`src/rtl/sound_pkg.sv`:
```
// Event and FSM encodings plus the fixed per-event note tables for the sound arbiter.
package sound_pkg;

   typedef enum logic [1:0] {SND_COLLISION, SND_SCORED, SND_WIN, SND_LOSE} sound_e;
   typedef enum logic [1:0] {S_IDLE, S_PLAY, S_GAP} state_e;

   localparam logic [1:0] COLLISION_NOTES = 2'd1;
   localparam logic [1:0] SCORED_NOTES    = 2'd2;
   localparam logic [1:0] WIN_NOTES       = 2'd3;
   localparam logic [1:0] LOSE_NOTES      = 2'd3;

   // Element [0] is the first note played.
   localparam logic [2:0][3:0] COLLISION_TABLE = {4'd0,  4'd0, 4'd1};
   localparam logic [2:0][3:0] SCORED_TABLE    = {4'd0,  4'd5, 4'd3};
   localparam logic [2:0][3:0] WIN_TABLE       = {4'd12, 4'd8, 4'd5};
   localparam logic [2:0][3:0] LOSE_TABLE      = {4'd1,  4'd4, 4'd7};

   function automatic logic [1:0] noteCount(input sound_e snd);
      case (snd)
         SND_COLLISION: return COLLISION_NOTES;
         SND_SCORED:    return SCORED_NOTES;
         SND_WIN:       return WIN_NOTES;
         default:       return LOSE_NOTES;
      endcase
   endfunction

   function automatic logic [3:0] noteLookup(input sound_e snd, input logic [1:0] ptr);
      logic [2:0][3:0] tbl;
      case (snd)
         SND_COLLISION: tbl = COLLISION_TABLE;
         SND_SCORED:    tbl = SCORED_TABLE;
         SND_WIN:       tbl = WIN_TABLE;
         default:       tbl = LOSE_TABLE;
      endcase
      return (ptr == 2'd3) ? 4'd0 : tbl[ptr];
   endfunction

endpackage

```
`src/rtl/ms_tick_gen.sv`:
```
// Millisecond prescaler: one-cycle tick every TICK_CYCLES clocks, restarted by clear.
module ms_tick_gen #(
   parameter int TICK_CYCLES = 50000
) (
   input  logic clk,
   input  logic reset,
   input  logic clear,
   output logic tick
);

   localparam int CW = $clog2(TICK_CYCLES + 1);

   logic [CW-1:0] count;

   assign tick = (count == CW'(TICK_CYCLES - 1));

   always_ff @(posedge clk) begin
      if (reset || clear) begin
         count <= '0;
      end else if (tick) begin
         count <= '0;
      end else begin
         count <= count + 1'b1;
      end
   end

endmodule

```
`src/rtl/sound_event_arbiter.sv`:
```
// Latches game event pulses and plays the highest-priority event's note sequence on the tone generator.
// Outputs registered: pulse to tone is two cycles; higher-priority requests pre-empt, others wait in pending.
module sound_event_arbiter
   import sound_pkg::*;
#(
   parameter int TICK_CYCLES = 50000,
   parameter int NOTE_MS     = 100,
   parameter int GAP_MS      = 20
) (
   input  logic       clk,
   input  logic       reset,
   input  logic       losePulse,
   input  logic       winPulse,
   input  logic       scoredPulse,
   input  logic       collisionPulse,
   input  logic       mute,
   output logic [3:0] tone_idx,
   output logic       tone_en,
   output logic       busy,
   output logic [1:0] sound_id
);

   localparam int MAX_MS = (NOTE_MS > GAP_MS) ? NOTE_MS : GAP_MS;
   localparam int MS_W   = $clog2(MAX_MS + 1);

   state_e          state, stateNext;
   sound_e          soundId, soundIdNext, grantIdx;
   logic [1:0]      notePtr, notePtrNext;
   logic [3:0]      pending, pulses, grantMask;
   logic [MS_W-1:0] msCount;
   logic            tick, timerClear, expire, preempt;

   assign pulses = {losePulse, winPulse, scoredPulse, collisionPulse};

   ms_tick_gen #(.TICK_CYCLES(TICK_CYCLES)) tickGen (
      .clk   (clk),
      .reset (reset),
      .clear (timerClear),
      .tick  (tick)
   );

   assign expire = tick && ((state == S_PLAY) ? (msCount == MS_W'(NOTE_MS - 1))
                                              : (msCount == MS_W'(GAP_MS - 1)));

   always_comb begin
      grantIdx = SND_COLLISION;
      if (pending[3])      grantIdx = SND_LOSE;
      else if (pending[2]) grantIdx = SND_WIN;
      else if (pending[1]) grantIdx = SND_SCORED;
   end

   always_comb begin
      case (soundId)
         SND_COLLISION: preempt = |pending[3:1];
         SND_SCORED:    preempt = |pending[3:2];
         SND_WIN:       preempt = pending[3];
         default:       preempt = 1'b0;
      endcase
   end

   always_comb begin
      stateNext   = state;
      soundIdNext = soundId;
      notePtrNext = notePtr;
      grantMask   = 4'b0000;
      case (state)
         S_IDLE: begin
            if (|pending) begin
               stateNext   = S_PLAY;
               soundIdNext = grantIdx;
               notePtrNext = 2'd0;
               grantMask   = 4'b0001 << grantIdx;
            end
         end
         S_PLAY: begin
            if (preempt)     stateNext = S_IDLE;
            else if (expire) stateNext = S_GAP;
         end
         S_GAP: begin
            if (preempt) begin
               stateNext = S_IDLE;
            end else if (expire) begin
               if ((notePtr + 2'd1) == noteCount(soundId)) begin
                  stateNext = S_IDLE;
               end else begin
                  stateNext   = S_PLAY;
                  notePtrNext = notePtr + 2'd1;
               end
            end
         end
         default: stateNext = S_IDLE;
      endcase
      // Every state change starts a fresh note/gap interval.
      timerClear = (stateNext != state);
   end

   always_ff @(posedge clk) begin
      if (reset) begin
         state    <= S_IDLE;
         soundId  <= SND_COLLISION;
         notePtr  <= 2'd0;
         pending  <= 4'b0000;
         msCount  <= '0;
         tone_idx <= 4'd0;
         tone_en  <= 1'b0;
         busy     <= 1'b0;
         sound_id <= 2'd0;
      end else begin
         state    <= stateNext;
         soundId  <= soundIdNext;
         notePtr  <= notePtrNext;
         // A pulse arriving on its own grant cycle survives the clear and replays once.
         pending  <= (pending & ~grantMask) | pulses;
         if (timerClear)  msCount <= '0;
         else if (tick)   msCount <= msCount + 1'b1;
         tone_idx <= (stateNext == S_PLAY) ? noteLookup(soundIdNext, notePtrNext) : 4'd0;
         tone_en  <= (stateNext == S_PLAY) && !mute;
         busy     <= (stateNext != S_IDLE);
         sound_id <= soundIdNext;
      end
   end

endmodule

```
`config.mk`:
```
export PLATFORM = sky130hd
export DESIGN_NAME = sound_event_arbiter
export DESIGN_NICKNAME = d
export VERILOG_FILES = /design/src/rtl/sound_pkg.sv /design/src/rtl/ms_tick_gen.sv /design/src/rtl/sound_event_arbiter.sv
export SDC_FILE = /design/constraint.sdc
export NUM_CORES = 1
export LEC_CHECK = 0
export BUFFER_PORTS_ARGS = -buffer_cell sky130_fd_sc_hd__buf_2
export CAP_MARGIN = 30
export CORE_ASPECT_RATIO = 1.1
export CORE_MARGIN = 4
export CORE_UTILIZATION = 48
export DETAILED_ROUTE_END_ITERATION = 16
export PLACE_DENSITY = 0.66
export SETUP_SLACK_MARGIN = 0.15
export SLEW_MARGIN = 40
export SYNTH_ARGS = -nofsm -noshare
export SYNTH_HDL_FRONTEND = slang
export SYNTH_SLANG_ARGS = --single-unit
```
`constraint.sdc`:
```
create_clock -name clk -period 4.2 [get_ports clk]
set_input_delay 0.21 -clock clk [delete_from_list [all_inputs] [get_ports clk]]
set_output_delay 0.21 -clock clk [all_outputs]
set_load 0.1 [all_outputs]
```
### Word level (Yosys, flattened, before mapping)

Cells that the tools add are included.

| operators by class | value |
|---|---|
| shift-type cells | 1 |
| bitwise operators | 4 |
| magnitude comparators | 1 |
| multiplexer cells | 29 |
| divide/modulo/power cells | 0 |
| multipliers | 0 |
| reduce and logical (&&, ||, !) cells | 14 |
| equal/unequal tests | 13 |
| add/sub/neg operators | 3 |

Operator list:

| operator | number |
|---|---|
| 12-bit case mux with 3 select lines | 1 |
| 2-bit 2-to-1 mux | 16 |
| 16-bit by 1-bit adder with 16-bit output, second input constant | 1 |
| 16-bit equality test, second input constant | 1 |
| 12-bit 2-to-1 mux | 1 |
| 4-bit 2-to-1 mux | 3 |
| 4-bit binary-select mux with 2-bit select | 1 |
| 2-bit by 1-bit equality test with 1-bit output, second input constant | 4 |
| 2-bit equality test, second input constant | 4 |
| 2-bit case mux with 2 select lines | 2 |
| 7-bit by 1-bit adder with 7-bit output, second input constant | 1 |
| 7-bit by 5-bit equality test with 1-bit output, second input constant | 1 |
| 7-bit equality test, second input constant | 1 |
| 2-bit logical NOT | 3 |
| 2-bit case mux with 3 select lines | 1 |
| 2-bit OR reduction | 3 |
| 3-bit OR reduction | 2 |
| 4-bit bitwise AND | 1 |
| 4-bit NOT | 1 |
| 4-bit bitwise OR | 1 |
| 4-bit OR reduction | 1 |
| 1-bit by 2-bit left shift with 4-bit output, first input constant | 1 |
| 2-bit by 3-bit less-than comparator with 1-bit output, second input constant | 1 |
| 1-bit 2-to-1 mux | 3 |
| 9 further kinds | 10 |

| word-level totals | value |
|---|---|
| ROM bits | 0 |
| memories kept | 0 |
| memory bits (writable) | 0 |
| bits of input ports | 7 |
| bits in registers | 39 |
| word-level logic and storage cells | 74 |
| latch bits | 0 |
| output and inout port bits | 8 |

### Depth between registers and ports, before layout

| depth | value |
|---|---|
| depth after elaboration | 14 |
| depth in mapped cells | 10 |
| mapped depth without buffers | 8 |

### Hierarchy

A second synthesis with hierarchy kept.

| unflattened totals | value |
|---|---|
| cells, all modules | 227 |
| area total of the unflattened synthesis | 2,016.9 um2 |

By module, submodules not included:

| module | sequential area each (um2) | cells an instance | instances | area each (um2) |
|---|---|---|---|---|
| sound_event_arbiter | 460.4 | 147 | 1 | 1,296.2 |
| ms_tick_gen | 320.3 | 80 | 1 | 720.7 |

### Least setup slack after synthesis

OpenSTA, ideal clock, no wires.

| timing | value |
|---|---|
| path type | register to register |
| start point | register soundId[1] |
| end point | register tone_idx[2] |
| arrival | 2.477 ns |
| setup slack | 1.637 ns |
| clock period less this slack | 2.563 ns |
| cell stages (with the launch flop) | 8 |
| required time | 4.114 ns |
| path through | dfxtp_1 > inv_1 > a21oi_1 > o22ai_1 > nor2_2 > mux2i_2 > o2bb2ai_1 > a211oi_1 |

| on the way | value |
|---|---|
| longest elaborated chain between the ends | 13 |

Ends and longest elaborated chain:

| what | line | source |
|---|---|---|
| start: declaration | sound_event_arbiter.sv:27 | `sound_e soundId, soundIdNext, grantIdx;` |
| start signal: assignment | sound_event_arbiter.sv:110 | `soundId <= soundIdNext;` |
| 2-bit by 1-bit equality test with 1-bit output or 2-bit logical NOT (tied branches) | sound_pkg.sv:19, sound_event_arbiter.sv:53 |  |
| 2-bit case mux with 2 select lines | sound_pkg.sv:19 | `case (snd)` |
| 2-bit 2-to-1 mux | sound_event_arbiter.sv:82 | `end else if (expire) begin` |
| 2-bit 2-to-1 mux | sound_event_arbiter.sv:80 | `if (preempt) begin` |
| 2-bit 2-to-1 mux | sound_event_arbiter.sv:66 | `case (state)` |
| 2-bit equality test | sound_event_arbiter.sv:83 | `if ((notePtr + 2'd1) == noteCount(soundId)) begin` |
| 1-bit 2-to-1 mux | sound_event_arbiter.sv:83 |  |
| 2-bit 2-to-1 mux | sound_event_arbiter.sv:82 |  |
| 2-bit 2-to-1 mux | sound_event_arbiter.sv:80 |  |
| 2-bit case mux with 3 select lines | sound_event_arbiter.sv:66 |  |
| 2-bit by 1-bit equality test with 1-bit output | sound_event_arbiter.sv:116 | `tone_idx <= (stateNext == S_PLAY) ? noteLookup(soundIdNext, notePtrNext) : 4'd0;` |
| 1-bit NOT (no line) | -- |  |
| 3-bit OR reduction (no line) | -- |  |
| end signal: assignment | sound_event_arbiter.sv:116 |  |
| end: declaration | sound_event_arbiter.sv:17 | `output logic [3:0] tone_idx,` |

Parallel ways exist; a longest one is shown, timed or not. The select of a mux whose other input is x is not followed.
A chain may end at the register's enable or synchronous reset.

### Worst setup path in the final report

| timing | value |
|---|---|
| start point | register tickGen.count[0] |
| end point | register tickGen.count[4] |

| on the way | value |
|---|---|
| longest elaborated chain between the ends | 8 |

Ends and longest elaborated chain:

| what | line | source |
|---|---|---|
| start: declaration | ms_tick_gen.sv:13 | `logic [CW-1:0] count;` |
| start signal: assignment | ms_tick_gen.sv:23 | `count <= count + 1'b1;` |
| 16-bit equality test | ms_tick_gen.sv:15 | `assign tick = (count == CW'(TICK_CYCLES - 1));` |
| 1-bit logical AND | sound_event_arbiter.sv:42 | `assign expire = tick && ((state == S_PLAY) ? (msCount == MS_W'(NOTE_MS - 1))` |
| 2-bit 2-to-1 mux (on tied branches) | sound_event_arbiter.sv:82, sound_event_arbiter.sv:77 |  |
| 2-bit 2-to-1 mux (on tied branches) | sound_event_arbiter.sv:80, sound_event_arbiter.sv:76 |  |
| 2-bit case mux with 3 select lines | sound_event_arbiter.sv:66 |  |
| 2-bit inequality test | sound_event_arbiter.sv:94 | `timerClear = (stateNext != state);` |
| 1-bit logical OR | ms_tick_gen.sv:18 | `if (reset \|\| clear) begin` |
| 2-bit OR reduction (no line) | -- |  |

Parallel ways exist; a longest one is shown, timed or not.

==> results.tsv <==
stage	metric	value	unit
run_status	outcome	completed	
sta	clock_skew	9.40	ps
finish	final_core_util	0.580	
floorplan	core_area	3770	µm²
route	vias_per_cell	5.36	
critical_path	r2r_slack	1730	ps
sta	post-route-min-period	2470	ps
floorplan	initial_utilization	0.515	
critical_path	worst-setup-path-type	flip-flop to flip-flop	
place	port_buffers	14	
synth	synth_fp_nets	218	
clock_network	cts_buffer_depth	2	
critical_path	critPathLaunch	tickGen.count[0]	
grt	grt_pass1_vias	1503	
route	vias	1484	
critical_path	reg2regPathDepth	8	
worst_hold_path	min_to	tone_en	
route	firstDrtPassIters	4	
worst_hold_path	hold_class	input port to flip-flop	
synth	synth_ff_type	dfxtp_1	
grt	grt_usage	0.167	
floorplan	die_h	74.7	µm
critical_path	path_cells	ha_1 -> and3_1 -> and4_1 -> and3_1 -> a2111oi_4 -> nor2_2 -> nand2b_4 -> nor2_2	
clock_network	cts_resized	0	
clock_network	numCtsBuffers	5	
route	ant_nets	0	
synth	syn_inst	209	
critical_path	worstPathArrival	2660	ps
synth	yosysSeqAreaShare	0.402	
finish	nets	235	
synth	syn_area	1940	µm²
grt	overflow	0	
route	drc	0	
clock_network	cts_tree	yes	
sta	slew_violations	0	
synth	ys_types	50	
route	wl_per_cell	13.2	µm
floorplan	die_x	68.6	µm
job	max_cap_viol_count	0	
place	dp_hpwl	2720	µm
synth	yosys_warnings	0	
sta	fmax	0.404	GHz
sta	fin_setup_tns	0	ps
clock_network	cts_setup_buffers	0	
floorplan	std_cell_rows	23	
floorplan	die-area	5130	µm²
finish	drive_gt1_frac	0.220	
sta	setup_viol	0	
critical_path	crit_path_max_fanout	16	
synth	synth_edf_count	0	
sta	worst_slew_pin_slew	647	ps
critical_path	reg2reg_to	tickGen.count[4]	
sta	maxSlewHeadroom	0.568	
finish	final_area	2190	µm²
grt	grt_pass1_wl	6540	µm
power_and_ir_drop	vdd_drop_max	0.000218	V
worst_hold_path	min_from	mute	
synth	avgSynthCellArea	9.29	µm²
sta	grt_setup_unrepaired	false	
worst_hold_path	holdPathStages	2	
grt	antenna_found_initial	0	
sta	period_share	0.589	
critical_path	cpPeakStageDelay	530	ps
floorplan	io_pins	15	
finish	final_common_cell	dfxtp_1	
route	wl	3670	µm
clock_network	ctsRootBufferMaster	clkbuf_8	
finish	diodes	0	
critical_path	reg2reg_from	tickGen.count[0]	
sta	hold_viol_final	0	
synth	synth-seq-cells	39	
clock_network	ctsHtreeMaxLevel	2	
route	drt_iter0_markers	75	
place	gp_congestion	0.821	
finish	mostFrequentLayoutCells	39 x dfxtp_1, 30 x nor2_1, 17 x nand2_1, 14 x buf_2, 12 x xor2_1	
grt	grt_max_degree	17	
power_and_ir_drop	p_leak	0.846	nW
synth	async_reset_ff_frac	0	
critical_path	endpoint_kind	flip-flop	
clock_network	worstSkewPairLatency	300	ps
place	placed_area	2050	µm²
clock_network	cts_hold_buf	0	
critical_path	cp.required	4390	ps
clock_network	clkSlewWorstSetupHoldPaths	80	ps
finish	area_growth	12.6	%
power_and_ir_drop	power.density	423	nW/µm²
clock_network	cts_sinks	39	
critical_path	worst_setup_path_start_kind	flip-flop	
critical_path	slowest_stage	nor2_2	
-- worst max-delay path, delay by kind of cell (launching register included) --
kind                       cells  cell delay (ps)
and+or+nand+nor                6             1760
DFF                            1              360
adders and majority gates      1              180
AOI/OAI and AO/OA              1               70
-- cell type report --
| type | instances | area (µm²) |
|---|---|---|
| fill | 346 | 1580 |
| clock inverter | 3 | 67.6 |
| inverter | 5 | 18.8 |
| multi-input combinational | 161 | 1120 |
| timing repair buffer | 14 | 70.1 |
| clock buffer | 5 | 68.8 |
| sequential | 39 | 781 |
| tap | 50 | 62.6 |
-- cell usage after synthesis (2+ instances only) --
master	instances	area [µm²]
o21ai_0	5	25.0
xor2_1	12	105
nor3_1	3	15.0
and3_1	6	37.5
nor2_1	30	113
buf_2	2	10.0
o22ai_1	2	12.5
nand2_1	17	63.8
nand3_1	10	50.1
a21oi_1	11	55.1
dfxtp_1	39	781
xnor2_1	11	96.3
nor4bb_1	2	20.0
nor2b_1	4	25.0
nor2_2	10	62.6
mux2i_2	2	27.5
nand3b_1	2	15.0
nor4b_4	2	47.6
ha_1	2	25.0
nand2b_2	2	17.5
o21a_1	2	15.0
inv_1	5	18.8
-- through the flow --
stage	power, mW	cells	hold WS (ps)	setup WS (ps)
CTS	0.929	277	55.8	1710
finish	0.924	277	61.1	1730
floorplan	0.534	209	282	1640
detailed placement	0.558	269	375	1730
global route	0.956	277	71.8	1530
global placement	0.553	269	368	1850
-- cell families after synthesis --
logic type      Yosys count  share of synthesized area
buf+inv                   9                     0.0226
fa+ha+maj                 2                     0.0129
mux                       4                     0.0335
compound gates           30                      0.107
simple gates            102                      0.318
flops                    39                      0.402
xor+xnor                 23                      0.104
-- worst max path at each step --
stage	to	slack [ps]	cells after the start
after floorplan	tone_idx[2]	1640	7
after global placement	tickGen.count[4]	1850	8
after detailed placement	tickGen.count[15]	1730	8
after CTS	tickGen.count[4]	1710	8
after global routing	tickGen.count[9]	1530	8
final	tickGen.count[4]	1730	8
-- registers in the layout, summed over array words and instances (netlist names) --
register and cells:
state 2, busy 1, tone_idx 4, msCount 7, tone_en 1, tickGen.count 16, notePtr 2, pending 4
soundId 2
-- where the power goes --
part	total (mW)	internal [mW]	leakage [nW]	switching (mW)
sequential	0.397	0.384	0.317	0.0126
combinational	0.152	0.0392	0.464	0.113
clock	0.375	0.237	0.0644	0.138
-- per-layer routing --
| metal | vias to the layer above | global-route usage | share of wire |
|---|---|---|---|
| met5 | - | 0 | 0 |
| met4 | 0 | 0.0662 | 0.016 |
| met3 | 6 | 0.0448 | 0.035 |
| met2 | 22 | 0.301 | 0.52 |
| met1 | 707 | 0.184 | 0.43 |
| li1 | 749 | - | - |
No activity file was read; power rests on OpenSTA's default activity.
